[src/rtl/adder_rr_arbiter.sv]
// adder_rr_arbiter: NUM_REQ requesters share one 2-stage registered adder.
// A round-robin arbiter grants at most one request per cycle. The result comes
// back on a broadcast response port tagged with the requester ID, two edges
// after acceptance. The pipeline never stalls.
module adder_rr_arbiter #(
    parameter int WIDTH   = 16,
    parameter int NUM_REQ = 4,
    parameter int ID_W    = 2
) (
    input  logic                     clock,
    input  logic                     reset,
    input  logic [NUM_REQ-1:0]       cfg_mask,
    input  logic [NUM_REQ-1:0]       req_valid,
    input  logic [WIDTH*NUM_REQ-1:0] req_a,
    input  logic [WIDTH*NUM_REQ-1:0] req_b,
    output logic [NUM_REQ-1:0]       req_ready,
    output logic                     rsp_valid,
    output logic [ID_W-1:0]          rsp_id,
    output logic [WIDTH-1:0]         rsp_sum,
    output logic                     rsp_carry,
    output logic                     busy
);

    // Index reached by stepping 'off' positions past 'base', wrapping at NUM_REQ.
    function automatic logic [ID_W-1:0] wrap_idx(input logic [ID_W-1:0] base, input int off);
        int s;
        s = int'(base) + off;
        if (s >= NUM_REQ) s = s - NUM_REQ;
        return ID_W'(s);
    endfunction

    // Arbiter state
    logic [ID_W-1:0]    last_grant_q, last_grant_d;

    // Stage 1: captured operands
    logic               v1_q, v1_d;
    logic [WIDTH-1:0]   a1_q, a1_d;
    logic [WIDTH-1:0]   b1_q, b1_d;
    logic [ID_W-1:0]    id1_q, id1_d;

    // Stage 2: sum, carry and owner
    logic               v2_q, v2_d;
    logic [WIDTH-1:0]   sum2_q, sum2_d;
    logic               carry2_q, carry2_d;
    logic [ID_W-1:0]    id2_q, id2_d;

    // Grant datapath
    logic [NUM_REQ-1:0] eligible;
    logic               gnt_any;
    logic [ID_W-1:0]    gnt_idx;
    logic [NUM_REQ-1:0] gnt_oh;
    logic               accept;
    logic [WIDTH-1:0]   a_sel, b_sel;
    logic [WIDTH:0]     add_res;

    assign eligible = req_valid & cfg_mask;

    // Round-robin scan: first eligible index after the last grant.
    always_comb begin
        gnt_any = 1'b0;
        gnt_idx = '0;
        for (int k = 1; k <= NUM_REQ; k++) begin
            if (!gnt_any && eligible[wrap_idx(last_grant_q, k)]) begin
                gnt_any = 1'b1;
                gnt_idx = wrap_idx(last_grant_q, k);
            end
        end
    end

    // One-hot grant. Reset holds off every handshake.
    always_comb begin
        gnt_oh = '0;
        if (gnt_any) gnt_oh = NUM_REQ'(1) << gnt_idx;
        req_ready = reset ? '0 : gnt_oh;
    end

    // A grant is always a completed handshake: it only lands on a valid requester.
    assign accept = gnt_any & ~reset;
    assign a_sel  = req_a[gnt_idx*WIDTH +: WIDTH];
    assign b_sel  = req_b[gnt_idx*WIDTH +: WIDTH];

    // Add in WIDTH+1 bits so the top bit is the carry-out (carry-in is 0).
    assign add_res = {1'b0, a1_q} + {1'b0, b1_q};

    // Next state for the pointer and both stages.
    // Payload registers only load with valid data, so the response fields
    // hold their last value while rsp_valid is low.
    always_comb begin
        last_grant_d = accept ? gnt_idx : last_grant_q;
        v1_d         = accept;
        a1_d         = accept ? a_sel   : a1_q;
        b1_d         = accept ? b_sel   : b1_q;
        id1_d        = accept ? gnt_idx : id1_q;
        v2_d         = v1_q;
        sum2_d       = v1_q ? add_res[WIDTH-1:0] : sum2_q;
        carry2_d     = v1_q ? add_res[WIDTH]     : carry2_q;
        id2_d        = v1_q ? id1_q              : id2_q;
    end

    // State registers. Synchronous reset drops in-flight work and restarts
    // the pointer so requester 0 has top priority.
    always_ff @(posedge clock) begin
        if (reset) begin
            last_grant_q <= ID_W'(NUM_REQ - 1);
            v1_q         <= 1'b0;
            a1_q         <= '0;
            b1_q         <= '0;
            id1_q        <= '0;
            v2_q         <= 1'b0;
            sum2_q       <= '0;
            carry2_q     <= 1'b0;
            id2_q        <= '0;
        end else begin
            last_grant_q <= last_grant_d;
            v1_q         <= v1_d;
            a1_q         <= a1_d;
            b1_q         <= b1_d;
            id1_q        <= id1_d;
            v2_q         <= v2_d;
            sum2_q       <= sum2_d;
            carry2_q     <= carry2_d;
            id2_q        <= id2_d;
        end
    end

    assign rsp_valid = v2_q;
    assign rsp_id    = id2_q;
    assign rsp_sum   = sum2_q;
    assign rsp_carry = carry2_q;
    assign busy      = v1_q | v2_q;

endmodule

[config.mk]
export PLATFORM = sky130hd
export DESIGN_NAME = adder_rr_arbiter
export DESIGN_NICKNAME = d
export VERILOG_FILES = /design/src/rtl/adder_rr_arbiter.sv
export SDC_FILE = /design/constraint.sdc
export NUM_CORES = 1
export LEC_CHECK = 0
export BUFFER_PORTS_ARGS = -buffer_cell sky130_fd_sc_hd__buf_2
export CAP_MARGIN = 20
export CORE_ASPECT_RATIO = 1.75
export CORE_MARGIN = 2
export CORE_UTILIZATION = 47
export DETAILED_ROUTE_END_ITERATION = 12
export MAX_ROUTING_LAYER = met4
export PLACE_DENSITY = 0.83
export SLEW_MARGIN = 20
export SYNTH_ARGS = -nofsm -noshare
export SYNTH_HDL_FRONTEND = slang
export SYNTH_SLANG_ARGS = --single-unit
export TNS_END_PERCENT = 20
[constraint.sdc]
create_clock -name clock -period 3 [get_ports clock]
set_input_delay 0.3 -clock clock [delete_from_list [all_inputs] [get_ports clock]]
set_output_delay 0.3 -clock clock [all_outputs]
set_load 0.05 [all_outputs]
# Yosys cells after proc, flatten, opt, wreduce, memory -nomap -nowiden
# Cells that the tools add are included.
# word_totals
out_inout_bits,25
ff_bits,57
elab_cells,61
in_bits,138
# op_classes
add_sub_neg,9
n_mux,22
shifts,3
reduce_logical,6
bitwise,4
magnitude_cmp,8
# ops
operator,count
variable part select 64 x 7 -> 16 bit,2
adder 16 x 16 -> 17 bit,1
2-to-1 mux 2 bit,8
"< comparator 2 x 3 -> 1 bit, second input constant",4
">= comparator 3 bit, second input constant",3
binary-select mux 1 bit (select 2 bit),4
2-to-1 mux 1 bit,8
2-to-1 mux 4 bit,2
"subtractor 2 x 1 -> 2 bit, second input constant",4
"adder 2 x 2 -> 3 bit, second input constant",2
"adder 2 x 3 -> 4 bit, second input constant",1
AND 4 bit,1
">= comparator 4 x 3 -> 1 bit, second input constant",1
"left shift 1 x 2 -> 4 bit, first input constant",1
"adder 2 x 1 -> 3 bit, second input constant",1
logical AND 1 bit,3
logical NOT 1 bit,3
AND 1 bit,1
inverter 1 bit,1
bitwise OR 1 bit,1

# Depth between registers and ports, before layout
# Gate-level depths: netlist of the first run.
# logic_depth
depth_word,18
mapped_depth,9
mapped_depth_nobuf,8

# Worst setup path after synthesis of the first run
# Ideal clock, no wire load.
# synth_timing
path_type,register to register
from,register a1_q[0]
to,register sum2_q[12] (netlist: rsp_sum[12])
arrival_ns,2.226
path_slack_ns,0.668
required_time_ns,2.894
n_path_buf,0
path_stages_with_launch,9
setup_ns,0.106
period_less_slack_ns,2.332
cell_sequence,dfxtp_1 ha_1 fa_1 a211oi_1 o21ai_1 o211a_1 o21a_1 or4_1 o311ai_0
# synth_between
elab_chain_len,1
# synth_lines
item,line,source
from (decl),37,"logic [WIDTH-1:0] a1_q, a1_d;"
from (signal assigned),106,a1_q <= '0;
from (signal assigned),116,a1_q <= a1_d;
adder 16 x 16 -> 17 bit,83,"assign add_res = {1'b0, a1_q} + {1'b0, b1_q};"
to (signal assigned),120,sum2_q <= sum2_d;
to (decl),43,"logic [WIDTH-1:0] sum2_q, sum2_d;"
# Every way passes these cells.
# A chain may end at the register's enable or synchronous reset.

# Worst setup path after layout of the first run
# layout_timing
from,register last_grant_q[1]
to,output port req_ready[2]
# layout_between
elab_chain_len,18
word_cells_on_any_way,41
# layout_lines
item,line,source
from (decl),33,"logic [ID_W-1:0] last_grant_q, last_grant_d;"
from (signal assigned),104,last_grant_q <= ID_W'(NUM_REQ - 1);
from (signal assigned),114,last_grant_q <= last_grant_d;
adder 2 x 1 -> 3 bit,27,s = int'(base) + off;
>= comparator 3 bit or subtractor 2 x 1 -> 2 bit (tied branches),28,if (s >= NUM_REQ) s = s - NUM_REQ;
2-to-1 mux 2 bit,28,
binary-select mux 1 bit (select 2 bit),63,"if (!gnt_any && eligible[wrap_idx(last_grant_q, k)]) begin"
2-to-1 mux 1 bit (not written as such),63,
2-to-1 mux 1 bit,63,
logical NOT 1 bit,63,
logical AND 1 bit,63,
(+2 left out),--,
logical AND 1 bit,63,
2-to-1 mux 1 bit,63,
logical NOT 1 bit,63,
logical AND 1 bit,63,
2-to-1 mux 2 bit,63,
left shift 1 x 2 -> 4 bit,73,if (gnt_any) gnt_oh = NUM_REQ'(1) << gnt_idx;
2-to-1 mux 4 bit (*),73,
2-to-1 mux 4 bit (*),74,req_ready = reset ? '0 : gnt_oh;
to (decl),16,"output logic [NUM_REQ-1:0] req_ready,"
# Mark *: on every way between the ends. The rest lies on a longest branch, timed or not. The select of a mux whose other input is x is not followed.

==> run_results.csv, run 1 <==
group,metric,value,unit
setup_path,critPathArrivalTime,2340,ps
routing,viasPerCell,5.640,
placed_design,routabilityCongestion,0.9295,
pwr,seqPwrFrac,33.0,%
logic_synthesis,ys_ff_latch,57,
logic_synthesis,synth_edf_count,0,
clocking,cts_resized,0,
logic_synthesis,netlist-cell-type-count,54,
timing,setup_ws,360.0,ps
timing,worst_pin_slew,753.6,ps
global_route,antenna_found_initial,0,
timing,rsz0062_at_grt,"false",
floorplanning,die_y,118.3,microns
routing,drc,0,
layout,drive_gt1_share,35.79,%
logic_synthesis,yosysWarnings,0,
pwr,power.total,2.750,mW
pwr,p_int,1.901,mW
placed_design,portBuffers,162,
floorplanning,start_util,48.50,%
routing,vias,3542,
logic_synthesis,synth.most_common_cell,"mux2i_1",
placed_design,hpwl,7.502,mm
placed_design,place_ws,456.2,ps
logic_synthesis,postSynthAreaPerCell,9.136,sq um
global_route,grt_pass1_vias,3636,
logic_synthesis,netlist_area,3508,sq um
clocking,clk_pin_slew_worst_paths,50,ps
timing,relSlewSlack,49.76,%
logic_synthesis,synth-async-reset-ratio,0,%
logic_synthesis,yosysTopAreaCell,"dfxtp_1",
min_path,hold_depth,3,
floorplanning,rows,41,
layout,post-route-util,64.71,%
setup_path,cpMaxStageDelayCell,"a221o_4",
timing,timing.fmax,378.8,MHz
setup_path,worstSetupStartpointType,"flop",
setup_path,reg2reg_to,"rsp_sum[12]$_SDFFE_PP0P_",
routing,wirelength,9.608,mm
timing,fin_worst_skew,6.038,ps
clocking,cts.sinks,57,
setup_path,crit_chain,"a31oi_1, or2_0, a221o_4, nor2_1, buf_2",
routing,drt_iter0_markers,132,
pwr,clock_power_share,38.6,%
timing,hold_viol_final,0,
floorplanning,coreArea,7233,sq um
clocking,clock-root-buffer,"clkbuf_16",
timing,fin_crit_sh,88.00,%
global_route,track_usage,24.77,%
layout,fin_nets,692,
min_path,hp-start,"req_b[8]",
logic_synthesis,syn_inst,384,
pwr,powerDensity,587.4,nW/um^2
layout,diodes,0,
pwr,peakVddDrop,0.4292,mV
min_path,min_to,"b1_q[8]$_SDFFE_PP0P_",
timing,holdWs,290.1,ps
layout,syn2layout_area_growth,33.42,%
global_route,grt_pass1_wl,16.09,mm
routing,antenna_left,0,
setup_path,path_buf_inv,1,
floorplanning,ios,163,
setup_path,cp_top_family,"compound AO/OA/AOI/OAI gates",
routing,dr.pass1.iters,4,
timing,fin_setup_tns,0,ps
setup_path,timing.rr.start,"a1_q[0]$_SDFFE_PP0P_",
logic_synthesis,synth_seq_area_share,32.52,%
floorplanning,die_w,69.31,microns
pwr,power_frac_comb,28.3,%
run_status,outcome,"finished clean",
pwr,p_leak,2.275,nW
placed_design,dpl_cell_area,4369,sq um
timing,post-route-min-period,2640,ps
global_route,grt_overflow_total,0,
logic_synthesis,synth.area.top_cells,"dfxtp_1 33%, mux2i_1 20%, o221ai_1 8.2%, ha_1 5.7%, nand2_1 5.0%",
pwr,switching_share,30.86,%
clocking,htree_levels,3,
clocking,cts_hold_buffers,0,
global_route,grt_start_max_net_pins,48,
logic_synthesis,synth.net_count,539,
clocking,post_cts.repair.setup_buffers,0,
clocking,cts_buffer_depth,2,
clocking,clock_latency,330,ps
placed_design,dp.cells,612,
routing,wl_per_cell,15.30,microns
run,max-cap-violations,0,
setup_path,worst-setup-path-type,"flop to output port",
logic_synthesis,synth_common_cells,"71 x mux2i_1, 57 x dfxtp_1, 47 x nand2_1",
floorplanning,dieArea,8199,sq um
setup_path,required,2700,ps
pwr,p_sw,0.8485,mW
setup_path,path_max_fanout,47,
layout,final_cells,628,
min_path,worstHoldPathType,"input pin to flop",
setup_path,critPathLaunch,"last_grant_q[1]$_SDFFE_PP1P_",
setup_path,end_kind,"output port",
layout,fin_area,4681,sq um
timing,slew_viol_final,0,
clocking,cts_tree,"done",
timing,setup_viol,0,
setup_path,rrSetupSlack,430,ps
setup_path,r2r_cells,8,
logic_synthesis,synthFlopType,"dfxtp_1",
clocking,numCtsBuffers,9,
logic_synthesis,synth_top_area_share,32.52,%
setup_path,max_stage_delay,630,ps
kinds of logic after synthesis:
kind of cell	synth area share (%)
compound gates	20.69
xor+xnor	1.748
fa+ha+maj	6.277
buf+inv	3.852
flops	32.52
mux	20.58
simple gates	14.34
power groups by stage:
stage,clock network (mW),logic [mW],registers [mW]
global route,1.11,0.853,0.919
finish,1.06,0.778,0.909
detailed placement,0,0.778,0.922
floorplan,0,0.474,0.998
CTS,1.08,0.783,0.909
global placement,0,0.754,0.918
sequential cells by signal, indices dropped and copies added (netlist names):
| signal | flops |
|---|---|
| a1_q | 16 |
| b1_q | 16 |
| id1_q | 2 |
| last_grant_q | 2 |
| rsp_carry | 1 |
| rsp_id | 2 |
| rsp_sum | 16 |
| rsp_valid | 1 |
| v1_q | 1 |
layer usage:
layer	track usage [%]	routed length, microns	vias up
met5	-	0	-
met4	12.75	358	0
met3	4.263	547	32
met2	43.93	5123	151
met1	25.82	3578	1602
li1	-	-	1757
placed cells by master (no fill, tap or decap), types with 6 or more instances in the layout:
cell type / count
nor2_1: 22
ha_1: 16
nand2_1: 47
o221ai_1: 33
dfxtp_1: 57
buf_4: 6
o21ai_0: 12
a21oi_1: 12
buf_2: 162
nor2b_1: 7
xnor2_1: 6
mux2i_1: 71
clkbuf_16: 9
tightest hold or removal path, stage by stage:
cell	delay, ps
buf_2	80
mux2i_1	60
o221ai_1	150
final cells by class:
cell class / instances / area (sq um)
Timing Repair Buffer: 168 / 855.8
Tap cell: 86 / 107.6
Inverter: 4 / 15.01
Sequential cell: 57 / 1141
Clock buffer: 10 / 229.0
Multi-Input combinational cell: 297 / 2250
Fill cell: 586 / 2552
Clock inverter: 6 / 82.58
worst max path at each step:
stage,to,slack [ps],cells after the start
2_1_floorplan,rsp_sum[12]$_SDFFE_PP0P_,670,8
3_3_place_gp,rsp_sum[12]$_SDFFE_PP0P_,560,8
3_5_place_dp,rsp_sum[12]$_SDFFE_PP0P_,460,8
4_1_cts,req_ready[2],350,5
5_1_grt,req_ready[2],300,5
6_report,req_ready[2],360,5
(Power assumes the default switching activity.)
==> run 2, diff against run 1 <==
Settings changed: CELL_PAD_IN_SITES_DETAIL_PLACEMENT set to 2, CELL_PAD_IN_SITES_GLOBAL_PLACEMENT set to 2, CORE_UTILIZATION 47 to 26, PLACE_DENSITY 0.83 to 0.82.
==> run 2 against run 1 <==
Effect of this change:
- count of clock-buffer cells in the layout unchanged
- clock power down 12%
- hold slack about the same
- core utilization is 29 points lower
- maximum frequency increased by 2.8%
- register-to-register slack is essentially flat
- cell area is 2.0% higher
- sequential power is essentially flat
- die area up 77%
- combinational power increased by 4.8%
==> run_results.csv, run 2 (synthesized netlist as in run 1, its figures left out) <==
group,metric,value,unit
timing,fin_setup_tns,0,ps
layout,layout.cells.most_common,"buf_2",
setup_path,worst-setup-path-type,"flop to flop",
floorplanning,coreArea,13310,sq um
clocking,numCtsBuffers,9,
clocking,cts_resized,0,
clocking,htree_levels,3,
timing,timing.fmax,389.4,MHz
timing,fin_crit_sh,85.61,%
global_route,grt_overflow_total,0,
placed_design,place_ws,444.3,ps
routing,wl_met1,4.844,mm
clocking,cts_hold_buffers,0,
min_path,min_to,"b1_q[6]$_SDFFE_PP0P_",
pwr,powerDensity,556.9,nW/um^2
global_route,track_usage,17.79,%
clocking,post_cts.repair.setup_buffers,0,
routing,wl_per_cell,17.51,microns
run,max-cap-violations,0,
global_route,grt_start_max_net_pins,40,
setup_path,reg2reg_to,"rsp_sum[12]$_SDFFE_PP0P_",
global_route,grt_pass1_vias,4104,
setup_path,crit_chain,"ha_1, fa_1, a211oi_1, o21ai_1, o211a_1, o21a_1, or4_1, o311ai_0",
setup_path,end_kind,"flop",
min_path,hp-start,"req_b[6]",
setup_path,path_max_fanout,5,
floorplanning,rows,56,
clocking,clk_pin_slew_worst_paths,50,ps
global_route,antenna_found_initial,0,
setup_path,timing.rr.start,"a1_q[0]$_SDFFE_PP0P_",
clocking,cts.sinks,57,
timing,post-route-min-period,2568,ps
min_path,hold_depth,3,
routing,dr.pass1.iters,4,
layout,drive_gt1_share,36.10,%
clocking,clock_latency,330,ps
floorplanning,dieArea,14480,sq um
floorplanning,start_util,26.35,%
setup_path,worstSetupStartpointType,"flop",
setup_path,critPathArrivalTime,2790,ps
routing,drc,0,
timing,setup_ws,431.8,ps
routing,vias,3604,
timing,relSlewSlack,53.24,%
setup_path,cpMaxStageDelayCell,"or4_1",
layout,diodes,0,
layout,syn2layout_area_growth,36.02,%
placed_design,routabilityCongestion,0.8181,
setup_path,required,3220,ps
floorplanning,ios,163,
timing,slew_viol_final,0,
pwr,p_leak,2.273,nW
layout,fin_nets,693,
routing,top_layer,"met4",
timing,worst_pin_slew,700.5,ps
timing,setup_viol,0,
run_status,outcome,"finished clean",
routing,drt_iter0_markers,71,
floorplanning,die_y,157.7,microns
timing,fin_worst_skew,5.602,ps
timing,hold_viol_final,0,
routing,wl_met2,7.096,mm
clocking,cts_tree,"done",
placed_design,portBuffers,162,
pwr,peakVddDrop,0.2302,mV
floorplanning,die_w,91.81,microns
min_path,worstHoldPathType,"input pin to flop",
placed_design,hpwl,10.03,mm
setup_path,max_stage_delay,470,ps
timing,rsz0062_at_grt,"false",
routing,wirelength,12.56,mm
clocking,cts_buffer_depth,2,
setup_path,rrSetupSlack,430,ps
routing,viasPerCell,5.026,
routing,dr_wl_met3,385,microns
layout,final_cell_mix,"162 x buf_2, 71 x mux2i_1, 57 x dfxtp_1",
clocking,clock-root-buffer,"clkbuf_16",
routing,antenna_left,0,
setup_path,r2r_cells,8,
global_route,grt_pass1_wl,19.93,mm
==> run 2: cell count changes in the layout (fill, tap and decap cells not counted) <==
cell        before  now
buf_12           0    1
bufinv_16        2    0
clkbuf_1         1    0
clkbuf_8         0    1
clkinv_2         3    5
clkinv_4         0    1
clkinvlp_4       1    0
==> run 2: worst max-delay path by stage <==
stage | endpoint | start | slack, ps
final | rsp_sum[12]$_SDFFE_PP0P_ | a1_q[0]$_SDFFE_PP0P_ | 430
after global routing | rsp_sum[12]$_SDFFE_PP0P_ | a1_q[0]$_SDFFE_PP0P_ | 270
after CTS | rsp_sum[12]$_SDFFE_PP0P_ | a1_q[0]$_SDFFE_PP0P_ | 410
after detailed placement | rsp_sum[12]$_SDFFE_PP0P_ | a1_q[0]$_SDFFE_PP0P_ | 440
after global placement | rsp_sum[12]$_SDFFE_PP0P_ | a1_q[0]$_SDFFE_PP0P_ | 520
after floorplan | rsp_sum[12]$_SDFFE_PP0P_ | a1_q[0]$_SDFFE_PP0P_ | 670
==> run 2: per-stage QoR <==
stage / hold WS (ps) / cell area [sq um] / util, % / power (mW) / std cells
6_report: 289.8 / 4772 / 35.85 / 2.657 / 717
5_1_grt: 291.0 / 4772 / 35.85 / 2.799 / 717
4_1_cts: 285.9 / 4772 / 35.85 / 2.692 / 717
3_5_place_dp: 443.0 / 4499 / 33.80 / 1.745 / 701
3_3_place_gp: 432.5 / 4499 / 33.80 / 1.707 / 701
2_1_floorplan: 422.1 / 3508 / - / 1.471 / 384
==> run 2: layout make-up <==
cell class                 count  area [sq um]
multi-input combinational    297          2250
fill                        1561          8541
clock inverter                 6         33.78
clock buffer                  10         239.0
sequential                    57          1141
inverter                       4         15.01
timing repair buffer         169         875.8
tap                          174         217.7
==> run 2: power breakdown <==
group	leakage [nW]	switching [mW]	internal (mW)
sequential	0.470	0.0643	0.848
clock	0.142	0.357	0.573
combinational	1.66	0.476	0.339
==> run 2: worst max-delay path: cells and delay by family, from the launching register on <==
kind            cells  cell delay [ps]
flops               1              320
simple gates        1              470
fa+ha+maj           2              670
compound gates      5             1000
==> run 2: layer usage <==
metal  track usage (%)  vias to the layer above
li1                  -                     1755
met1             18.21                     1732
met2             34.03                      101
met3             2.903                       16
met4             6.041                        0
met5                 -                        -
==> run 3, diff against run 2 <==
Settings changed: REMOVE_ABC_BUFFERS set to 1.
==> run 3 against run 2 <==
Effect of this change:
- routed wire length grew 2.9%
- global-route usage is 0.70 points higher
- maximum frequency increased by 2.0%
- critical path depth is 3 lower
- via count grew 0.55%
- first-iteration DRC count increased by 23%
- count of clock-buffer cells in the layout rose by 1
- critical endpoint is now req_ready[1]
==> run_results.csv, run 3 (synthesized netlist as in run 1, its figures left out) <==
group,metric,value,unit
floorplanning,rows,56,
global_route,met2_usage,36.69,%
clocking,post_cts.repair.setup_buffers,0,
setup_path,timing.rr.start,"a1_q[0]$_SDFFE_PP0P_",
routing,drc,0,
timing,setup_viol,0,
global_route,grt_pass1_wl,20.47,mm
clocking,clock-root-buffer,"clkbuf_16",
layout,layout.cells.most_common,"buf_2",
routing,wl_per_cell,17.92,microns
timing,holdWs,281.8,ps
routing,drt_iter0_markers,87,
clocking,cts_buffer_depth,2,
global_route,gr-usage-met3,2.523,%
global_route,track_usage,18.49,%
placed_design,hpwl,10.10,mm
clocking,htree_levels,3,
min_path,min_to,"a1_q[14]$_SDFFE_PP0P_",
setup_path,cp_top_family,"compound AO/OA/AOI/OAI gates",
clocking,numCtsBuffers,9,
placed_design,portBuffers,162,
setup_path,path_buf_inv,1,
timing,slew_viol_final,0,
setup_path,max_stage_delay,620,ps
setup_path,crit_chain,"nand3_1, o22ai_1, a211o_1, nor2b_1, buf_2",
timing,hold_viol_final,0,
setup_path,rrSetupSlack,490,ps
routing,dr.pass1.iters,4,
setup_path,reg2reg_to,"rsp_sum[12]$_SDFFE_PP0P_",
floorplanning,die_y,157.7,microns
min_path,hp-start,"req_a[14]",
timing,timing.fmax,397.0,MHz
clocking,cts_hold_buffers,0,
layout,syn2layout_area_growth,38.37,%
setup_path,required,2700,ps
setup_path,worst-setup-path-type,"flop to output port",
clocking,clk_pin_slew_worst_paths,50,ps
setup_path,worstSetupStartpointType,"flop",
global_route,grt_pass1_vias,4130,
routing,viasPerCell,5.026,
global_route,grt_busiest_layer,"met2",
timing,worst_pin_slew,918.6,ps
timing,rsz0062_at_grt,"false",
floorplanning,dieArea,14480,sq um
routing,wirelength,12.92,mm
pwr,p_leak,2.304,nW
global_route,grt_start_max_net_pins,39,
clocking,cts_resized,0,
setup_path,cpMaxStageDelayCell,"a211o_1",
pwr,powerDensity,587.6,nW/um^2
routing,antenna_left,0,
pwr,peakVddDrop,0.3590,mV
timing,fin_worst_skew,5.037,ps
run_status,outcome,"finished clean",
setup_path,critPathArrivalTime,2220,ps
clocking,cts.sinks,57,
layout,post-route-util,36.47,%
global_route,grt_overflow_total,0,
setup_path,r2r_cells,8,
setup_path,path_max_fanout,15,
layout,nFillCells,1556,
min_path,worstHoldPathType,"input pin to flop",
clocking,cts_tree,"done",
timing,relSlewSlack,38.68,%
global_route,use_met1,17.81,%
layout,drive_gt1_share,36.45,%
global_route,antenna_found_initial,1,
timing,post-route-min-period,2519,ps
min_path,hold_depth,3,
layout,fin_nets,696,
floorplanning,die_w,91.81,microns
run,max-cap-violations,0,
floorplanning,coreArea,13310,sq um
layout,final_cell_mix,"162 x buf_2, 71 x mux2i_1, 57 x dfxtp_1",
clocking,clock_latency,330,ps
routing,vias,3624,
placed_design,routabilityCongestion,0.7624,
floorplanning,start_util,26.35,%
setup_path,end_kind,"output port",
floorplanning,ios,163,
timing,fin_crit_sh,83.97,%
[run 3: through the flow]
stage                     setup WS (ps)  total power, mW  setup TNS, ps  cells  instance area, sq um
final                             481.0            2.853              0    721                  4855
after global routing              339.3            3.000              0    721                  4855
after detailed placement          473.1            1.747              0    704                  4522
after CTS                         435.2            2.897              0    720                  4852
after global placement            516.7            1.707              0    704                  4522
after floorplan                   -1008            1.468         -20170    358                  3388
[run 3: how the worst max path moves through the flow]
stage               cells past startpoint                          from                  endpoint
global route                            5  last_grant_q[1]$_SDFFE_PP1P_              req_ready[1]
global placement                        8          a1_q[0]$_SDFFE_PP0P_  rsp_sum[12]$_SDFFE_PP0P_
CTS                                     5  last_grant_q[1]$_SDFFE_PP1P_              req_ready[0]
finish                                  5  last_grant_q[1]$_SDFFE_PP1P_              req_ready[1]
detailed placement                      8          a1_q[0]$_SDFFE_PP0P_  rsp_sum[12]$_SDFFE_PP0P_
floorplan                               5  last_grant_q[1]$_SDFFE_PP1P_              req_ready[1]
[run 3: worst reg2reg max path: stages (launching register included)]
cell and delay (ps):
dfxtp_1 310, ha_1 220, fa_1 430, a211oi_1 250, o21ai_1 170, o211a_1 240
o21a_1 220, or4_1 470, o311ai_0 90
[run 3: final cells by class]
cell class	count	area, sq um	share of cell area (%)
repair buffers	172	885.9	18.25
multi-input cells	297	2262	46.60
diodes	1	2.502	0.05155
flip-flops and latches	57	1141	23.51
inverters	4	15.01	0.3093
well taps	174	217.7	4.485
clock buffers	11	252.7	5.206
clock inverters	5	77.57	1.598
[run 3: metal layers]
metal / vias up / wire [microns] / part of all wire (%)
met4: 0 / 327 / 2.5
met3: 18 / 420 / 3.3
met1: 1740 / 4638 / 36
met2: 95 / 7534 / 58
li1: 1771 / - / -
met5: - / 0 / 0
[run 3: power breakdown]
part	internal, mW	switching (mW)	total [mW]
Clock	0.768	0.359	1.13
Sequential	0.848	0.0643	0.912
Combinational	0.339	0.475	0.813
